===== src/rtl/uart_tx_fifo.sv =====
// -----------------------------------------------------------------------------
// uart_tx_fifo -- UART transmitter fed by a frame FIFO.
//
// Frames are pushed into a FIFO and serialised as: one start bit (low), 8 or 9
// data bits LSB first, an optional even-parity bit, then 1 or 2 stop bits
// (high). The frame format and bit period are captured at the moment a frame
// starts, so cfg may change freely mid-frame. Back-to-back frames follow with
// no idle gap while the FIFO has data and cfg.en is set.
//
// Optional feature: define UART_TX_PARITY_EN to insert an even-parity bit
// between the data bits and the stop bit(s). Without the macro the parity
// state and its logic are not built.
//
// Parameters:
//   FIFO_DEPTH  frame buffer depth in entries (power of two, 2..64)
// Ports:
//   clk      in   single clock, rising edge
//   rst      in   asynchronous active-high reset
//   cfg      in   config_t {br_div, word, stop, en}
//   wr_data  in   9-bit frame payload (bit 8 used only for 9-bit words)
//   wr_en    in   one-cycle push strobe
//   full     out  FIFO holds FIFO_DEPTH entries
//   level    out  FIFO occupancy
//   ovf      out  sticky, set by a push that was dropped because full
//   tx_out   out  serial line, registered, idle high
//   idle     out  FSM in IDLE and FIFO empty
// -----------------------------------------------------------------------------

package uart_tx_fifo_pkg;
    typedef struct packed {
        logic [15:0] br_div;
        logic        word;
        logic        stop;
        logic        en;
    } config_t;
endpackage

module uart_tx_fifo
    import uart_tx_fifo_pkg::*;
#(
    parameter int FIFO_DEPTH = 8
) (
    input  logic                          clk,
    input  logic                          rst,
    input  config_t                       cfg,
    input  logic [8:0]                    wr_data,
    input  logic                          wr_en,
    output logic                          full,
    output logic [$clog2(FIFO_DEPTH):0]   level,
    output logic                          ovf,
    output logic                          tx_out,
    output logic                          idle
);

    localparam int PTR_W = $clog2(FIFO_DEPTH);
    localparam int LVL_W = PTR_W + 1;
    localparam logic [LVL_W-1:0] DEPTH_L = LVL_W'(FIFO_DEPTH);
    localparam logic [LVL_W-1:0] ONE_L   = LVL_W'(1);
    localparam logic [LVL_W-1:0] ZERO_L  = LVL_W'(0);

    typedef enum logic [2:0] {
        ST_IDLE   = 3'd0,
        ST_START  = 3'd1,
        ST_DATA   = 3'd2,
`ifdef UART_TX_PARITY_EN
        ST_PARITY = 3'd3,
`endif
        ST_STOP   = 3'd4
    } state_t;

`ifdef UART_TX_PARITY_EN
    // Even parity over the data bits actually transmitted for this word size.
    function automatic logic even_parity(input logic [8:0] data, input logic word9);
        logic [8:0] mask_v;
        begin
            mask_v = word9 ? 9'h1ff : 9'h0ff;
            return ^(data & mask_v);
        end
    endfunction
`endif

    // FIFO storage and status
    logic [8:0]       mem_r [FIFO_DEPTH];
    logic [PTR_W-1:0] wr_ptr_r;
    logic [PTR_W-1:0] rd_ptr_r;
    logic [LVL_W-1:0] count_r;
    logic             full_r;
    logic             ovf_r;
    logic             idle_r;

    // Transmitter state, all latched per frame at START
    state_t           state_r;
    logic [15:0]      cnt_r;
    logic [15:0]      div_r;
    logic             word_r;
    logic             stop_left_r;
    logic [3:0]       bit_idx_r;
    logic [8:0]       shift_r;
    logic             tx_r;
`ifdef UART_TX_PARITY_EN
    logic             par_r;
`endif

    // Combinational handshake between FSM and FIFO
    logic             bit_end_s;
    logic             can_start_s;
    logic             stop_done_s;
    logic             pop_s;
    logic             push_s;
    logic             ovf_set_s;
    logic [LVL_W-1:0] count_nxt_s;
    logic             idle_nxt_s;
    logic [8:0]       head_s;
    logic [15:0]      div_eff_s;

    // Pop/push decisions, next occupancy and next idle flag.
    always_comb begin
        bit_end_s   = (cnt_r == (div_r - 16'd1));
        can_start_s = (count_r != ZERO_L) && cfg.en;
        stop_done_s = 1'b0;
        pop_s       = 1'b0;
        head_s      = mem_r[rd_ptr_r];
        // A bit period of zero cycles is meaningless; run it as one cycle.
        if (cfg.br_div == 16'd0) begin
            div_eff_s = 16'd1;
        end else begin
            div_eff_s = cfg.br_div;
        end
        case (state_r)
            ST_IDLE: begin
                pop_s = can_start_s;
            end
            ST_STOP: begin
                stop_done_s = bit_end_s && !stop_left_r;
                pop_s       = stop_done_s && can_start_s;
            end
            default: begin
                pop_s = 1'b0;
            end
        endcase
        // When full, a push is still accepted if the same edge pops a slot free.
        push_s    = wr_en && (!full_r || pop_s);
        ovf_set_s = wr_en && full_r && !pop_s;
        if (push_s && !pop_s) begin
            count_nxt_s = count_r + ONE_L;
        end else if (pop_s && !push_s) begin
            count_nxt_s = count_r - ONE_L;
        end else begin
            count_nxt_s = count_r;
        end
        idle_nxt_s = ((state_r == ST_IDLE) || stop_done_s) && !pop_s
                     && (count_nxt_s == ZERO_L);
    end

    // FIFO payload storage; contents are don't-care until written.
    always_ff @(posedge clk) begin
        if (push_s) begin
            mem_r[wr_ptr_r] <= wr_data;
        end else begin
            mem_r[wr_ptr_r] <= mem_r[wr_ptr_r];
        end
    end

    // FIFO pointers, occupancy, full/overflow and idle status registers.
    always_ff @(posedge clk or posedge rst) begin
        if (rst) begin
            wr_ptr_r <= {PTR_W{1'b0}};
            rd_ptr_r <= {PTR_W{1'b0}};
            count_r  <= ZERO_L;
            full_r   <= 1'b0;
            ovf_r    <= 1'b0;
            idle_r   <= 1'b1;
        end else begin
            // Power-of-two depth: pointers wrap by natural overflow.
            if (push_s) begin
                wr_ptr_r <= wr_ptr_r + PTR_W'(1);
            end
            if (pop_s) begin
                rd_ptr_r <= rd_ptr_r + PTR_W'(1);
            end
            count_r <= count_nxt_s;
            full_r  <= (count_nxt_s == DEPTH_L);
            ovf_r   <= ovf_r || ovf_set_s;
            idle_r  <= idle_nxt_s;
        end
    end

    // Transmit FSM: bit timing, shifting and the registered serial line.
    always_ff @(posedge clk or posedge rst) begin
        if (rst) begin
            state_r     <= ST_IDLE;
            cnt_r       <= 16'd0;
            div_r       <= 16'd0;
            word_r      <= 1'b0;
            stop_left_r <= 1'b0;
            bit_idx_r   <= 4'd0;
            shift_r     <= 9'd0;
            tx_r        <= 1'b1;
`ifdef UART_TX_PARITY_EN
            par_r       <= 1'b0;
`endif
        end else begin
            case (state_r)
                ST_IDLE: begin
                    cnt_r <= 16'd0;
                    if (pop_s) begin
                        state_r     <= ST_START;
                        div_r       <= div_eff_s;
                        word_r      <= cfg.word;
                        stop_left_r <= cfg.stop;
                        shift_r     <= head_s;
`ifdef UART_TX_PARITY_EN
                        par_r       <= even_parity(head_s, cfg.word);
`endif
                        tx_r        <= 1'b0;
                    end else begin
                        tx_r <= 1'b1;
                    end
                end
                ST_START: begin
                    if (bit_end_s) begin
                        state_r   <= ST_DATA;
                        cnt_r     <= 16'd0;
                        bit_idx_r <= 4'd0;
                        tx_r      <= shift_r[0];
                    end else begin
                        cnt_r <= cnt_r + 16'd1;
                    end
                end
                ST_DATA: begin
                    if (bit_end_s) begin
                        cnt_r <= 16'd0;
                        if (bit_idx_r == (word_r ? 4'd8 : 4'd7)) begin
`ifdef UART_TX_PARITY_EN
                            state_r <= ST_PARITY;
                            tx_r    <= par_r;
`else
                            state_r <= ST_STOP;
                            tx_r    <= 1'b1;
`endif
                        end else begin
                            bit_idx_r <= bit_idx_r + 4'd1;
                            shift_r   <= shift_r >> 1;
                            tx_r      <= shift_r[1];
                        end
                    end else begin
                        cnt_r <= cnt_r + 16'd1;
                    end
                end
`ifdef UART_TX_PARITY_EN
                ST_PARITY: begin
                    if (bit_end_s) begin
                        state_r <= ST_STOP;
                        cnt_r   <= 16'd0;
                        tx_r    <= 1'b1;
                    end else begin
                        cnt_r <= cnt_r + 16'd1;
                    end
                end
`endif
                ST_STOP: begin
                    if (bit_end_s) begin
                        cnt_r <= 16'd0;
                        if (stop_left_r) begin
                            // Second stop bit requested for this frame.
                            stop_left_r <= 1'b0;
                        end else if (pop_s) begin
                            // Next frame starts immediately, no idle gap.
                            state_r     <= ST_START;
                            div_r       <= div_eff_s;
                            word_r      <= cfg.word;
                            stop_left_r <= cfg.stop;
                            shift_r     <= head_s;
`ifdef UART_TX_PARITY_EN
                            par_r       <= even_parity(head_s, cfg.word);
`endif
                            tx_r        <= 1'b0;
                        end else begin
                            state_r <= ST_IDLE;
                            tx_r    <= 1'b1;
                        end
                    end else begin
                        cnt_r <= cnt_r + 16'd1;
                    end
                end
                default: begin
                    state_r <= ST_IDLE;
                    cnt_r   <= 16'd0;
                    tx_r    <= 1'b1;
                end
            endcase
        end
    end

    assign full   = full_r;
    assign level  = count_r;
    assign ovf    = ovf_r;
    assign tx_out = tx_r;
    assign idle   = idle_r;

endmodule


===== config.mk =====
export PLATFORM = sky130hd
export DESIGN_NAME = uart_tx_fifo
export DESIGN_NICKNAME = d
export VERILOG_FILES = /design/src/rtl/uart_tx_fifo.sv
export SDC_FILE = /design/constraint.sdc
export NUM_CORES = 1
export LEC_CHECK = 0
export CAP_MARGIN = 10
export CORE_ASPECT_RATIO = 1.2
export CORE_UTILIZATION = 35
export DETAILED_ROUTE_END_ITERATION = 12
export GPL_ROUTABILITY_DRIVEN = 1
export GPL_TIMING_DRIVEN = 0
export PLACE_DENSITY_LB_ADDON = 0.12
export SLEW_MARGIN = 20
export SYNTH_ARGS = -nofsm -noshare
export SYNTH_HDL_FRONTEND = slang
export SYNTH_SLANG_ARGS = --single-unit

===== constraint.sdc =====
create_clock -name clk -period 7.1 [get_ports clk]
set_clock_uncertainty 0.2 [all_clocks]
set_input_delay 1.065 -clock clk [delete_from_list [all_inputs] [get_ports clk]]
set_output_delay 1.065 -clock clk [all_outputs]
set_load 0.05 [all_outputs]

# Word level (Yosys, flattened, before mapping)
# Memory sizes are Yosys's and may differ from the RTL's.
# Cells that the tools add are included.
# word_totals
register_bits,64
latchBits,0
ram_bits,72
romBits,0
in_bits,31
out_inout_bits,8
wordCells,119
mem_count,1
# mem_list
name,depth,word_bits,rd,rd_ports_with_merged_regs,write_ports,line,source
mem_r,8,9,1,0,1,83,logic [8:0] mem_r [FIFO_DEPTH];
# classes
add_sub_neg,7
n_mul,0
n_div,0
magnitude_cmp,0
eq_ne,14
n_shift,0
mux,50
n_bitwise,1
reduce_logical,32
# ops
op,n
16-bit two-way mux,6
9-bit two-way mux,6
16-bit one-hot mux with 2 select lines,1
9-bit one-hot mux with 3 select lines,1
4-bit two-way mux,6
1-bit two-way mux,18
3-bit two-way mux,6
16-bit by 1-bit adder with 16-bit output (second input constant),1
16-bit equality test,1
16-bit zero test,1
16-bit by 1-bit subtractor with 16-bit output (second input constant),1
2-bit inequality test (second input constant),7
3-bit one-hot mux with 4 select lines,1
1-bit logical AND,10
4-bit by 1-bit adder with 4-bit output (second input constant),2
4-bit one-hot mux with 2 select lines,1
4-bit AND reduction,2
3-bit by 1-bit adder with 3-bit output (second input constant),2
1-bit one-hot mux with 2 select lines,3
3-bit AND reduction,2
6-bit AND reduction,1
5-bit AND reduction,1
4-bit equality test,1
4-bit equality test (second input constant),1
16 further kinds,22

# Logic depth before layout (Yosys ltp)
# logic_depth
ltp_word,13
ltp_mapped,13
ltp_nobuf,11

# Least setup slack after synthesis
# OpenSTA, ideal clock, no wires.
# synth_path
path_type,flip-flop to flip-flop
start,register div_r[0]
end,"memory mem_r[1][0], enable pin"
setup_ns,0.403
arrival_ns,3.819
required_ns,6.497
setup_slack_ns,2.679
stages_incl_launch_ff,13
n_path_buf,1
synth_period_minus_slack_ns,4.421
path_cell_list,dfrtp_1 inv_1 ha_1 or4b_2 nor4_1 xnor2_1 o211ai_1 o41a_1 nand2b_1 clkbuf_1 nand2_1 nand2_1 nor4b_1
# synth_between
elab_chain_len,10
word_cells_on_any_way,12
cone_classes,1 x add/sub; 1 x eq/ne; 4 x mux; 1 x bitwise; 5 x reduce/logical
# synth_rtl
element,line,source
from (decl),94,logic [15:0] div_r;
from (signal assigned),208,div_r <= div_eff_s;
from (signal assigned),270,div_r <= div_eff_s;
16-bit by 1-bit subtractor with 16-bit output (*),118,bit_end_s = (cnt_r == (div_r - 16'd1));
16-bit equality test (*),118,
1-bit logical AND (*),134,stop_done_s = bit_end_s && !stop_left_r;
1-bit logical AND (*),135,pop_s = stop_done_s && can_start_s;
1-bit one-hot mux with 2 select lines (*),129,case (state_r)
1-bit logical OR (*),142,push_s = wr_en && (!full_r || pop_s);
1-bit logical AND (*),142,
"1-bit two-way mux, on equally long branches","157, 160",
1-bit two-way mux (not written as such) / 2-bit AND reduction (equally long branches),n/a,
1-bit OR (no line) (*),n/a,
to (decl),83,
# Every way passes the cells marked *; elsewhere a longest branch is shown, timed or not.

# Final worst setup path
# Ends and elaborated chain as after synthesis.

==> impl_results.md <==
- Crit Path Max Fanout: 9
- CP cell instances: inv_1 > ha_1 > or4b_2 > nor4_1 > xnor2_1 > o211ai_1 > o41a_1 > nand2b_1 > clkbuf_1 > nand2_1 > nand2_1 > nor4b_2 > buf_2
- I/O pins: 39
- Fin. max-slew vios: 0
- Cell area after synthesis: around 6300 µm²
- Syn_nets: ~570
- Post-CTS Repair Setup Buffers: 0
- Initial core utilization: roughly 36%
- Multiplexer area fraction after synthesis: under 10%
- # resized after CTS: 0
- Sum Neg Setup Slack: 0 ns
- Clock Pin Slew Worst Setup and Hold Paths: 0.06 ns
- Critical Path RT: 7.02 ns
- Leak pwr: about 2.9 nW
- Clock power frac: between 20% and 30%
- Top_reg_cell synth: edfxtp_1
- Routability Congestion: roughly 0.8
- Setup ws final: around 2.3 ns
- Drt wl/cell: 17.3 µm
- CP Launch Type: flip-flop
- Slew HR: between 30% and 40%
- Max incr delay on CP: around 0.67 ns
- Total CTS buffers: 17
- GRT Total Usage: 16.8%
- Number of synthesized register bits: about 140
- Sw frac: 35.1%
- Clock sinks: roughly 140
- Setup crit end kind: flip-flop
- CP max-delay cell: nor4b_2
- Post-Syn Area per Cell: roughly 12 µm²
- Hpwl dp: 10,300 µm
- Number of synthesized flops with an enable pin: just over 70
- Power Internal: between 2 and 2.5 mW
- Insertion delay to the later sink of the worst-skew pair: 0.42 ns
- Most frequent cells in the layout: 86 x nand2_1, 72 x edfxtp_1, 62 x dfrtp_1, 49 x nor2_1, 38 x clkdlybuf4s50_1
- Number of global-route vias before repair: about 4,400
- Post-Synth XOR/XNOR Area: under 10%
- H-tree lvl count: 4
- Initial DRC Count: 182
- Worst slack, placed: approximately 2.2 ns
- Die ar.: 18,600 µm²
- Post-synthesis compound-gate area fraction: 6.29%
- Synthesis Warnings: 0
- Final Util: ~44%
- Root Buffer: clkbuf_16
- Sequential fraction of the synthesis area: between 50% and 60%
- CP Data Arrival Time: approximately 4.7 ns
- Combinational share of power: 32.1%
- Syn Inst Count: 530
- Top cells by area, synth: edfxtp_1 34%, dfrtp_1 25%, mux4_2 6.4%, nand2_1 5.1%, nor2_1 2.9%
- Final Hold Viols: 0
- DRT Wirelength: 14,300 µm
- Routed Antenna Nets: 0
- Psw: between 1 and 1.5 mW
- Largest net degree at the start of global routing: 44
- Max Fclk: about 0.21 GHz
- Final cycle utilization of the critical path: 67.6%
- Unrepaired setup endpoints after global routing: no
- Worst-Margin Slew: 1.02 ns
- Yosys top cell area share: 34.2%
- # port buffers: 38
- Post-route DRC: 0
- Initial antenna violation count: 0
- Layout area overhead: 22.0%
- Core area: about 18,000 µm²
- Seq pwr share: between 30% and 40%
- Min-delay worst type: reg -> reg
- Power per cell area: 406 nW/µm²
- Via count: roughly 4,200
- # fillers: between 1,500 and 2,000
- Post-Synth Simple-Gate Area: roughly 17%
- Main combinational cell family by area after synthesis: simple AND/OR/NAND/NOR gates
- ANT cells: 0
- Adder-cell share of the synthesized area: 1.39%
- CTS tree: built
- Crit path max-delay family: simple AND/OR/NAND/NOR gates
- Status: completed
- Peak VDD IR: about 0.00020 V
- GR Overflow Total: 0
- Unique cell type count in the Yosys netlist: 57
- CP dominant cell by count: nand2_1
- First-pass GRT wire length: about 23,000 µm
- Drt first pass iters: 6
- WP buf/inv: 3
- Max cap viols: 0
- Cell taking the most area after synthesis: edfxtp_1
- Die W: 125 µm
- Period minus WS final: approximately 4.8 ns
- Longest Clk Path Bufs: 2
- Final setup violation count: 0
- CP Class: reg -> reg
- Hold_buf cts: 0
- Async set-reset flop share out of synthesis: a little under half
- Detail-routed via count per cell: 5.07
- Commonest non-fill, non-tap cell in the layout: nand2_1
- Die height: around 150 µm
- Layout net count: between 600 and 700
- Share of layout cells above drive strength 1: 12.8%
- Number of placement rows: 53
[routing by layer]
metal	vias up	track usage, %	wire length, µm
met5	-	0	0
met2	47	29.7	7580
li1	2062	-	-
met1	2081	19.8	6250
met3	11	3.91	328
met4	0	6.14	183
[path summary, 6_finish.rpt]
kind / start / endpoint / slack [ns] / cells past startpoint
max: div_r[0]$_DFFE_PP0P_ / mem_r[1][0]$_DFFE_PP_ / 2.30 / 13
min: shift_r[3]$_DFFE_PP0P_ / shift_r[3]$_DFFE_PP0P_ / 0.28 / 2
max reg2reg: div_r[0]$_DFFE_PP0P_ / mem_r[1][0]$_DFFE_PP_ / 2.30 / 13
min reg2reg: shift_r[3]$_DFFE_PP0P_ / shift_r[3]$_DFFE_PP0P_ / 0.28 / 2
max in group asynchronous: rst / tx_out$_DFFE_PP1P_ / 5.37 / 3
min in group asynchronous: rst / full$_DFF_PP0_ / 0.75 / 2
[cells in the mapped netlist, types with 8 or more instances]
library cell and instances:
a21oi_1 18, nand2_1 86, nand3_1 19, o21ai_0 15, nand2b_1 8, xor2_1 17
clkbuf_1 18, nor4_1 9, nor3_1 14, xnor2_1 21, mux4_2 18, mux2i_1 11
edfxtp_1 72, dfrtp_1 62, nor2_1 49
[state kept, by name (all words and copies together), names as in the netlist, 4 cells and up]
register   flops
mem_r         72
level          4
div_r         16
bit_idx_r      4
cnt_r         16
shift_r        9
[per-stage QoR]
stage	area [µm²]	instances	hold WS (ns)	power (mW)
after floorplan	6320	530	0.244	1.91
after global placement	6980	788	0.260	2.20
after detailed placement	7100	796	0.278	2.24
after CTS	7710	828	0.292	3.17
after global routing	7710	828	0.313	3.33
final	7710	828	0.284	3.13
[cell families after synthesis]
group                    after synthesis
buffers and inverters                 32
AND/OR/NAND/NOR                      222
multiplexers                          31
adder cells (fa/ha/maj)                7
XOR/XNOR                              39
flip-flops                           136
AO/OA/AOI/OAI                         63
[final cells by class]
cell class | instances | area [µm²] | share of cell area [%]
clock buffers | 17 | 425 | 5.51
multi-input cells | 362 | 2470 | 32.1
well taps | 220 | 275 | 3.57
repair buffers | 46 | 463 | 6.00
flip-flops and latches | 136 | 3770 | 48.8
inverters | 7 | 28.8 | 0.373
plain buffers | 25 | 96.3 | 1.25
clock inverters | 15 | 186 | 2.42
[worst min-delay path: cells and delay by family (launching register included)]
family	cells	cell delay [ns]
flip-flops	1	0.34
AND/OR/NAND/NOR	1	0.05
AO/OA/AOI/OAI	1	0.06
[power groups by stage]
stage / sequential, mW / combinational [mW] / clock [mW]
floorplan: 1.23 / 0.677 / 0
global placement: 1.21 / 0.989 / 0
detailed placement: 1.22 / 1.02 / 0
CTS: 1.20 / 1.03 / 0.939
global route: 1.23 / 1.13 / 0.976
finish: 1.20 / 1.01 / 0.925
Power figures use the tool's default switching activity.
